File: src/rtl/wb_arb.sv
// wb_arb: three-source writeback arbiter with per-source FIFOs and round-robin grant.
// Optional WB_ARB_STATS_EN adds the wb_conflicts contention counter.
module wb_arb #(
  parameter int QDEPTH = 2
) (
  input  logic        clk,
  input  logic        rst,
  input  logic [2:0]  src_valid,
  output logic [2:0]  src_ready,
  input  logic [20:0] src_robid,
  input  logic [95:0] src_result,
  input  logic [2:0]  src_error,
  input  logic [14:0] src_ecause,
  input  logic        rob_flush,
  output logic        wb_valid,
  output logic [6:0]  wb_robid,
  output logic [31:0] wb_result,
  output logic        wb_error,
  output logic [4:0]  wb_ecause
`ifdef WB_ARB_STATS_EN
  ,
  output logic [31:0] wb_conflicts
`endif
);
  localparam int AW = $clog2(QDEPTH);
  localparam logic [AW:0] FULL = (AW+1)'(QDEPTH);
  logic [2:0]  ne;
  logic [44:0] head [3];
  logic [1:0]  last_grant, p0, p1, gnt;
  logic        any;
  always_comb begin
    p0  = last_grant == 2'd2 ? 2'd0 : last_grant + 2'd1;
    p1  = p0 == 2'd2 ? 2'd0 : p0 + 2'd1;
    gnt = ne[p0] ? p0 : ne[p1] ? p1 : last_grant;
    any = |ne;
  end
  for (genvar i = 0; i < 3; i++) begin : g_src
    logic [44:0]   mem [QDEPTH];
    logic [AW-1:0] wp, rp;
    logic [AW:0]   cnt;
    logic          push, pop;
    assign src_ready[i] = cnt != FULL;
    assign ne[i]        = cnt != '0;
    assign head[i]      = mem[rp];
    assign push         = src_valid[i] & src_ready[i];
    assign pop          = any & (gnt == 2'(i));
    always_ff @(posedge clk) begin
      if (rst || rob_flush) begin
        cnt <= '0;
        wp  <= '0;
        rp  <= '0;
      end else begin
        if (push) wp <= wp + 1'b1;
        if (pop) rp <= rp + 1'b1;
        cnt <= cnt + (AW+1)'(push) - (AW+1)'(pop);
      end
    end
    always_ff @(posedge clk)
      if (push) mem[wp] <= {src_robid[7*i+:7], src_result[32*i+:32], src_error[i], src_ecause[5*i+:5]};
  end
  always_ff @(posedge clk) begin
    if (rst) begin
      wb_valid   <= 1'b0;
      wb_robid   <= '0;
      wb_result  <= '0;
      wb_error   <= 1'b0;
      wb_ecause  <= '0;
      last_grant <= 2'd2;
    end else if (rob_flush) begin
      wb_valid <= 1'b0;
    end else begin
      wb_valid <= any;
      if (any) begin
        {wb_robid, wb_result, wb_error, wb_ecause} <= head[gnt];
        last_grant <= gnt;
      end
    end
  end
`ifdef WB_ARB_STATS_EN
  always_ff @(posedge clk)
    if (rst) wb_conflicts <= '0;
    else if ((ne[0] & ne[1]) | (ne[0] & ne[2]) | (ne[1] & ne[2])) wb_conflicts <= wb_conflicts + 32'd1;
`endif
endmodule

File: config.mk
export PLATFORM = sky130hd
export DESIGN_NAME = wb_arb
export DESIGN_NICKNAME = d
export VERILOG_FILES = /design/src/rtl/wb_arb.sv
export SDC_FILE = /design/constraint.sdc
export NUM_CORES = 1
export LEC_CHECK = 0
export CORE_MARGIN = 3
export CORE_UTILIZATION = 49
export DETAILED_ROUTE_END_ITERATION = 16
export PLACE_DENSITY_LB_ADDON = 0.25
export SYNTH_ARGS = -nofsm -noshare
export SYNTH_HDL_FRONTEND = slang
export SYNTH_SLANG_ARGS = --single-unit
File: constraint.sdc
create_clock -name clk -period 2.8 [get_ports clk]
set_input_delay 0.28 -clock clk [delete_from_list [all_inputs] [get_ports clk]]
set_output_delay 0.28 -clock clk [all_outputs]
set_load 0.02 [all_outputs]
Yosys cells after proc, flatten, opt, wreduce, memory -nomap -nowiden
Memory sizes are Yosys's and may differ from the RTL's. A register that Yosys moved wholly into a read port is not among the register bits.
Index checks and enable logic that the tools add are counted.
- add/sub/neg operators: 14
- $lt $le $gt $ge: 3
- equal/unequal tests: 7
- muxes and demuxes: 23
- bitwise operators: 8
- reduce and logical (&&, ||, !) cells: 8
- operators by type and width (cell ; count):
    binary-select mux 45 bit (select 2 bit) ; 1
    2-to-1 mux 45 bit ; 2
    2-to-1 mux 1 bit ; 14
    2-to-1 mux 2 bit ; 4
    adder 1 bit (second input constant) ; 6
    adder 2 x 1 -> 2 bit ; 3
    bitwise AND 1 bit ; 6
    equality test 2 bit (second input constant) ; 3
    < comparator 2 x 3 -> 1 bit (second input constant) ; 2
    inequality test 2 bit (second input constant) ; 3
    nonzero test 2 bit ; 3
    subtractor 2 x 1 -> 2 bit ; 3
    adder 2 x 1 -> 2 bit (second input constant) ; 2
    binary-select mux 1 bit (select 2 bit) ; 2
    >= comparator 3 bit (second input constant) ; 1
    inverter 2 -> 3 bit ; 1
    OR reduction 3 bit ; 1
    equality test 2 x 1 -> 1 bit (second input constant) ; 1
    zero test 2 bit ; 1
    AND reduction 2 bit ; 1
    OR reduction 2 bit ; 1
    logical OR 1 bit ; 1
    inverter 1 bit ; 1
- register bits after elaboration: 60
- RAM bits: 270
- bits of input ports: 141
- output and inout port bits: 49
- memories: 3
- memory list (name ; words ; width ; read ports ; clocked after Yosys merged registers in ; write ports ; line ; source):
    g_src[0].mem ; 2 ; 45 ; 1 ; 1 ; 1 ; 38 ; logic [44:0] mem [QDEPTH];
    g_src[1].mem ; 2 ; 45 ; 1 ; 1 ; 1 ; 38 ;
    g_src[2].mem ; 2 ; 45 ; 1 ; 1 ; 1 ; 38 ;

Logic depth before layout (Yosys ltp)
- depth in word-level cells: 12
- depth in mapped cells: 12

Worst setup path before layout
Ideal clock, no wire load.
- path type: register -> register
- start point: reg g_src[0].cnt[0]
- end point: mem g_src[0].mem[0][0] (enable)
- library setup time: 0.448 ns
- arrival: 2.773 ns
- setup slack: -0.420 ns
- cell stages (with the launch flop): 5
- path buffers: 1
- clock period less this slack: 3.220 ns
- cell sequence: dfxtp_1 > buf_2 > nand2b_1 > nand2_1 > nor2_1
- cells in the longest elaborated chain, start to end: 4
- ends and longest elaborated chain (what ; line ; source):
    start, declared ; 40 ; logic [AW:0] cnt;
    start signal, assigned ; 55 ; cnt <= cnt + (AW+1)'(push) - (AW+1)'(pop);
    inequality test 2 bit ; 42 ; assign src_ready[i] = cnt != FULL;
    named net src_ready[0] ; 9 ; output logic [2:0] src_ready,
    bitwise AND 1 bit ; 45 ; assign push = src_valid[i] & src_ready[i];
    2-to-1 mux 1 bit ; 59 ; if (push) mem[wp] <= {src_robid[7*i+:7], src_result[32*i+:32], src_error[i], src_ecause[5*i+:5]};
    2-to-1 mux 1 bit (implied by the code) ; 59 ;
    end, declared ; 38 ;
The timed path passes the listed nets, and every way through them passes these cells.

Final worst setup path
- start point: reg g_src[0].cnt[0]
- end point: reg g_src[1].cnt[1]
- cells in the longest elaborated chain, start to end: 8
- ends and longest elaborated chain (what ; line ; source):
    nonzero test 2 bit (*) ; 43 ; assign ne[i] = cnt != '0;
    binary-select mux 1 bit (select 2 bit) ; 34 ; gnt = ne[p0] ? p0 : ne[p1] ? p1 : last_grant;
    2-to-1 mux 1 bit (implied by the code) ; 34 ;
    2-to-1 mux 2 bit (2 in a row) ; 34 ;
    equality test 2 x 1 -> 1 bit ; 46 ; assign pop = any & (gnt == 2'(i));
    bitwise AND 1 bit (*) ; 46 ;
    subtractor 2 x 1 -> 2 bit (*) ; 55 ;
    end signal, assigned ; 55 ;
    end, declared ; 40 ;
Every way passes the cells marked *; elsewhere a longest branch is shown, timed or not. The select of a mux whose other input is x is not followed.
A chain may end at the register's enable or synchronous reset.

==> impl.org <==
** Timing
- Slew Limit Headroom :: 52.7%
- The number of hold violations in the final report came to 0.
- Setup Total Neg Slack :: 0 ns
- Least-Margin Pin Slew :: 0.710 ns
- Final Critical Period :: 2.49 ns
- Setup violations remaining at the end of the flow were counted as 0.
- Derived from the worst setup path, the maximum achievable clock frequency is 401 MHz.
- Worst clock skew :: 0.0138 ns
- Pins Over Slew Limit :: 0
- RSZ-0062 raised after global routing :: no
- Period Utilization, post-route :: 89.0%

** Yosys
- YS warnings :: 0
- For this run, asynchronously set or reset flops after synthesis account for 0%.
- After synthesis, the share of cell area in mux cells is 10.8%.
- After Yosys synthesis, and, or, nand and nor cells account for 5.76% of the synthesized area.
- Synth area leaders :: sky130_fd_sc_hd__edfxtp_1 (61%), sky130_fd_sc_hd__dfxtp_1 (9.5%), sky130_fd_sc_hd__mux2i_1 (7.0%), sky130_fd_sc_hd__mux2_2 (3.8%), sky130_fd_sc_hd__o21bai_1 (2.6%)
- Synth Net Count :: 982
- Synth Cell Area :: 0.0132 mm²
- Post-Synthesis Cells :: 835
- By area, the combinational part of the netlist is dominated by multiplexers.
- Flops & latches, synth :: 333
- Each instance of the synthesized netlist takes up on average 15.8 µm².
- After synthesis, the netlist uses 39 different library cells.
- After Yosys synthesis, XOR and XNOR cells account for 0.596% of the synthesized area.
- Among all flip-flop cells after synthesis, the most frequent one is sky130_fd_sc_hd__edfxtp_1.
- The share of synthesized area in the top cell type comes to 61.3%.
- The biggest area contributor in the post-synthesis netlist is sky130_fd_sc_hd__edfxtp_1.
- Summing the areas of all compound-gate instances in the mapped netlist gives 9.54% of the synthesized area.
- Register area share after synthesis :: 70.8%
- Share of synthesized cell area in full adder, half adder and majority cells :: 0.567%
- Number of enable flip-flop cells after synthesis :: 270

** Placement
- In this run the tool buffered the top-level ports with 189 buffer cells.
- In this run, placement finished with an instance count of 1,324.
- After detailed placement, the total cell area comes to 0.0156 mm².
- At the end of routability-driven placement, the weighted congestion stood at 0.784.
- HPWL after DPL :: 19,400 µm

** Layout
- After routing the design area is 0.0167 mm².
- The post-route netlist has 15.8% of its cells at a drive strength greater than 1.
- The area growth from synthesis to layout is 25.8%.
- Filler cell count in the final layout :: 1,967
- FF+latch area :: 0.00938 mm²
- Layout Utilization :: 63.4%
- Multi-input combinational cell area :: 0.00367 mm²
- Most frequent cells in the layout :: sky130_fd_sc_hd__edfxtp_1 (270), sky130_fd_sc_hd__clkdlybuf4s50_1 (188), sky130_fd_sc_hd__mux2i_1 (92), sky130_fd_sc_hd__dfxtp_1 (60), sky130_fd_sc_hd__o21bai_1 (46)
- Final net count :: 1,173
- Leading cell type in the layout, fill and taps excluded :: sky130_fd_sc_hd__edfxtp_1
- Excluding fillers, the count of instances in the completed layout stands at 1,387.

** Critical path
- Crit path kind :: flop to flop
- The critical path crosses 9 cells after its start point.
- CP Launch Type :: flop
- In this run the critical register-to-register path is launched from g_src[0].cnt[0].
- Worst flop-to-flop path endpoint :: g_src[1].cnt[1]
- Critical path buffers and inverters :: 1
- Sort of element at the end of the critical path :: flop
- Largest incremental delay on the critical path :: 0.59 ns
- Startpoint of the worst setup timing path :: g_src[0].cnt[0]
- Critical path, cell by cell :: or4_4, nor3_2, and3b_1, ha_1, inv_1, ha_1, xor2_1, xnor2_1, nor2_1
- Data on the critical path is required at its endpoint by 3.17 ns.
- Path depth of the worst reg2reg path :: 9
- Reg-to-reg slack, setup :: 0.31 ns
- Cell occurring most often along the worst timing path :: sky130_fd_sc_hd__ha_1
- The cell family contributing the most delay on the critical path is simple AND/OR/NAND/NOR gates.
- Maximum fanout along the worst path :: 8
- The largest individual stage delay along the critical path comes from the cell sky130_fd_sc_hd__or4_4.
- At the worst endpoint, the arrival time is 2.86 ns.
- The most critical setup path has its endpoint at g_src[1].cnt[1].

** Floorplan
- Die extent in y :: 170 µm
- 190 I/O pins were placed.
- The initial utilization of the core area, before any placement, comes to 50.4%.
- Row generation in the floorplan step produced 59 rows.
- Floorplan die width :: 170 µm
- Placeable Area :: 0.0263 mm²
- Die area :: 0.0290 mm²

** Pwr
- Summing internal, switching and leakage power gives 13.3 mW.
- Largest vdd supply drop :: 0.000547 V
- Power density normalized to cell area :: 798 mW/mm²
- For this design the static power due to leakage is 5.57 nW.

** Clock tree
- Total setup buffers inserted after CTS :: 0
- Clock tree synthesis inserted a total of 35 buffers.
- Total of cells resized after clock tree synthesis :: 0
- TritonCTS built the clock tree.
- Clk sinks :: 333
- Clock-pin slew reported for the worst setup and hold paths after clock tree synthesis :: 0.06 ns
- The tree is rooted in a sky130_fd_sc_hd__clkbuf_16.
- The clock reaches the later pin of the worst-skew pair after 0.50 ns.
- The clock passes through at most 3 buffers.
- Hold buffers post-CTS :: 0
- CTS H-tree lvls :: 2

** Global route
- The first global-routing pass estimated 45,900 µm of wire.
- The total overflow left after global routing is 0.
- Number of antenna violations at the first check in global routing :: 1
- Largest net degree at the start of global routing :: 48
- Number of global-route vias before repair :: 7,942
- Global routing used 20.8% of the available tracks.

** Drt
- In the final routed layout, each cell accounts on average for 21.9 µm.
- Total wire length after detailed routing :: 30,400 µm
- The pre-antenna-repair detailed-routing pass consisted of 5 iterations.
- Mean number of vias per cell :: 5.63
- Detailed routing inserted a total of 7,811 vias.
- Once detail routing completed, the nets flagged for antenna violations numbered 0.
- After detailed routing, the number of remaining DRC violations is 0.
- The first routing iteration left 543 violations.

** Hold path
- The min-delay analysis places its worst path in the category input port to flop.
- The worst hold path begins at src_result[14].

** Run status
- The flow ran to the end, and the final reports show no timing, DRC or antenna violations.

** Run
- The tool flagged a number of max-cap violations equal to 0.
## worst min path at each step
stage                                      to  cells past startpoint  slack, ns
after global routing      g_src[0].mem[0][20]                      1       0.34
after global placement            g_src[1].rp                      2       0.46
final                     g_src[0].mem[1][20]                      1       0.36
after floorplan            g_src[0].mem[0][0]                      0       0.38
after CTS                 g_src[0].mem[1][20]                      1       0.34
after detailed placement                 flop                      2       0.49
## cell type report
cell class	count	share of cell area, %
Sequential cell	333	56.3
Antenna cell	1	0.0150
Multi-Input combinational cell	441	22.0
Tap cell	335	2.52
Inverter	3	0.0676
Clock buffer	47	5.83
Clock inverter	15	0.488
Timing Repair Buffer	212	12.7
## through the flow
| stage | hold WS [ns] | setup WS [ns] |
|---|---|---|
| global route | 0.338 | 0.142 |
| floorplan | 0.379 | 0.325 |
| detailed placement | 0.494 | 0.351 |
| global placement | 0.464 | 0.398 |
| finish | 0.361 | 0.307 |
| CTS | 0.338 | 0.330 |
## worst reg2reg max path, delay by kind of cell (launching register included)
kind                     cells  cell delay (ns)
buffers and inverters        1             0.06
AND/OR/NAND/NOR              4             1.15
flip-flops                   1             0.42
XOR/XNOR                     2             0.31
adder cells (fa/ha/maj)      2             0.43
## metal layers
layer	global-route usage [%]	wire [µm]	vias up
met5	0	0	-
met4	5.50	689	0
met3	3.07	1480	45
met2	34.7	15000	233
met1	29.0	13300	3879
li1	-	-	3654
## state kept, by name, summed over array words and instances (netlist names), 2 cells and up, named ones only
name and flops:
g_src.mem 270, wb_result 32, wb_robid 7, g_src.cnt 6
wb_ecause 5, g_src.rp 3, g_src.wp 3, last_grant 2
## cell usage after synthesis, types with 4 or more instances
library cell / instances
sky130_fd_sc_hd__a21oi_1: 6
sky130_fd_sc_hd__a31oi_1: 45
sky130_fd_sc_hd__buf_2: 6
sky130_fd_sc_hd__clkbuf_1: 49
sky130_fd_sc_hd__dfxtp_1: 63
sky130_fd_sc_hd__edfxtp_1: 270
sky130_fd_sc_hd__ha_1: 6
sky130_fd_sc_hd__mux2_2: 45
sky130_fd_sc_hd__mux2i_1: 92
sky130_fd_sc_hd__nand2_1: 4
sky130_fd_sc_hd__nand2b_1: 34
sky130_fd_sc_hd__nand3_1: 45
sky130_fd_sc_hd__nor2_1: 20
sky130_fd_sc_hd__o21ai_0: 5
sky130_fd_sc_hd__o21bai_1: 46
sky130_fd_sc_hd__o221a_1: 18
sky130_fd_sc_hd__o221a_2: 27
sky130_fd_sc_hd__or2b_1: 15
sky130_fd_sc_hd__xor2_1: 6
## kinds of logic (layout without fill, tap and decap cells)
logic type,count (synthesis),count (layout)
flops,333,333
compound gates,154,154
mux,137,137
simple gates,135,135
buf+inv,61,277
xor+xnor,9,9
fa+ha+maj,6,6
other cells,0,1
## power breakdown
group | leakage (nW) | switching, mW | total, mW | internal [mW]
clock network | 0.514 | 1.76 | 4.20 | 2.44
registers | 3.05 | 0.285 | 6.17 | 5.88
logic | 2.01 | 1.63 | 2.93 | 1.30
total | 5.57 | 3.68 | 13.3 | 9.61
No activity file was read; power rests on OpenSTA's default activity.
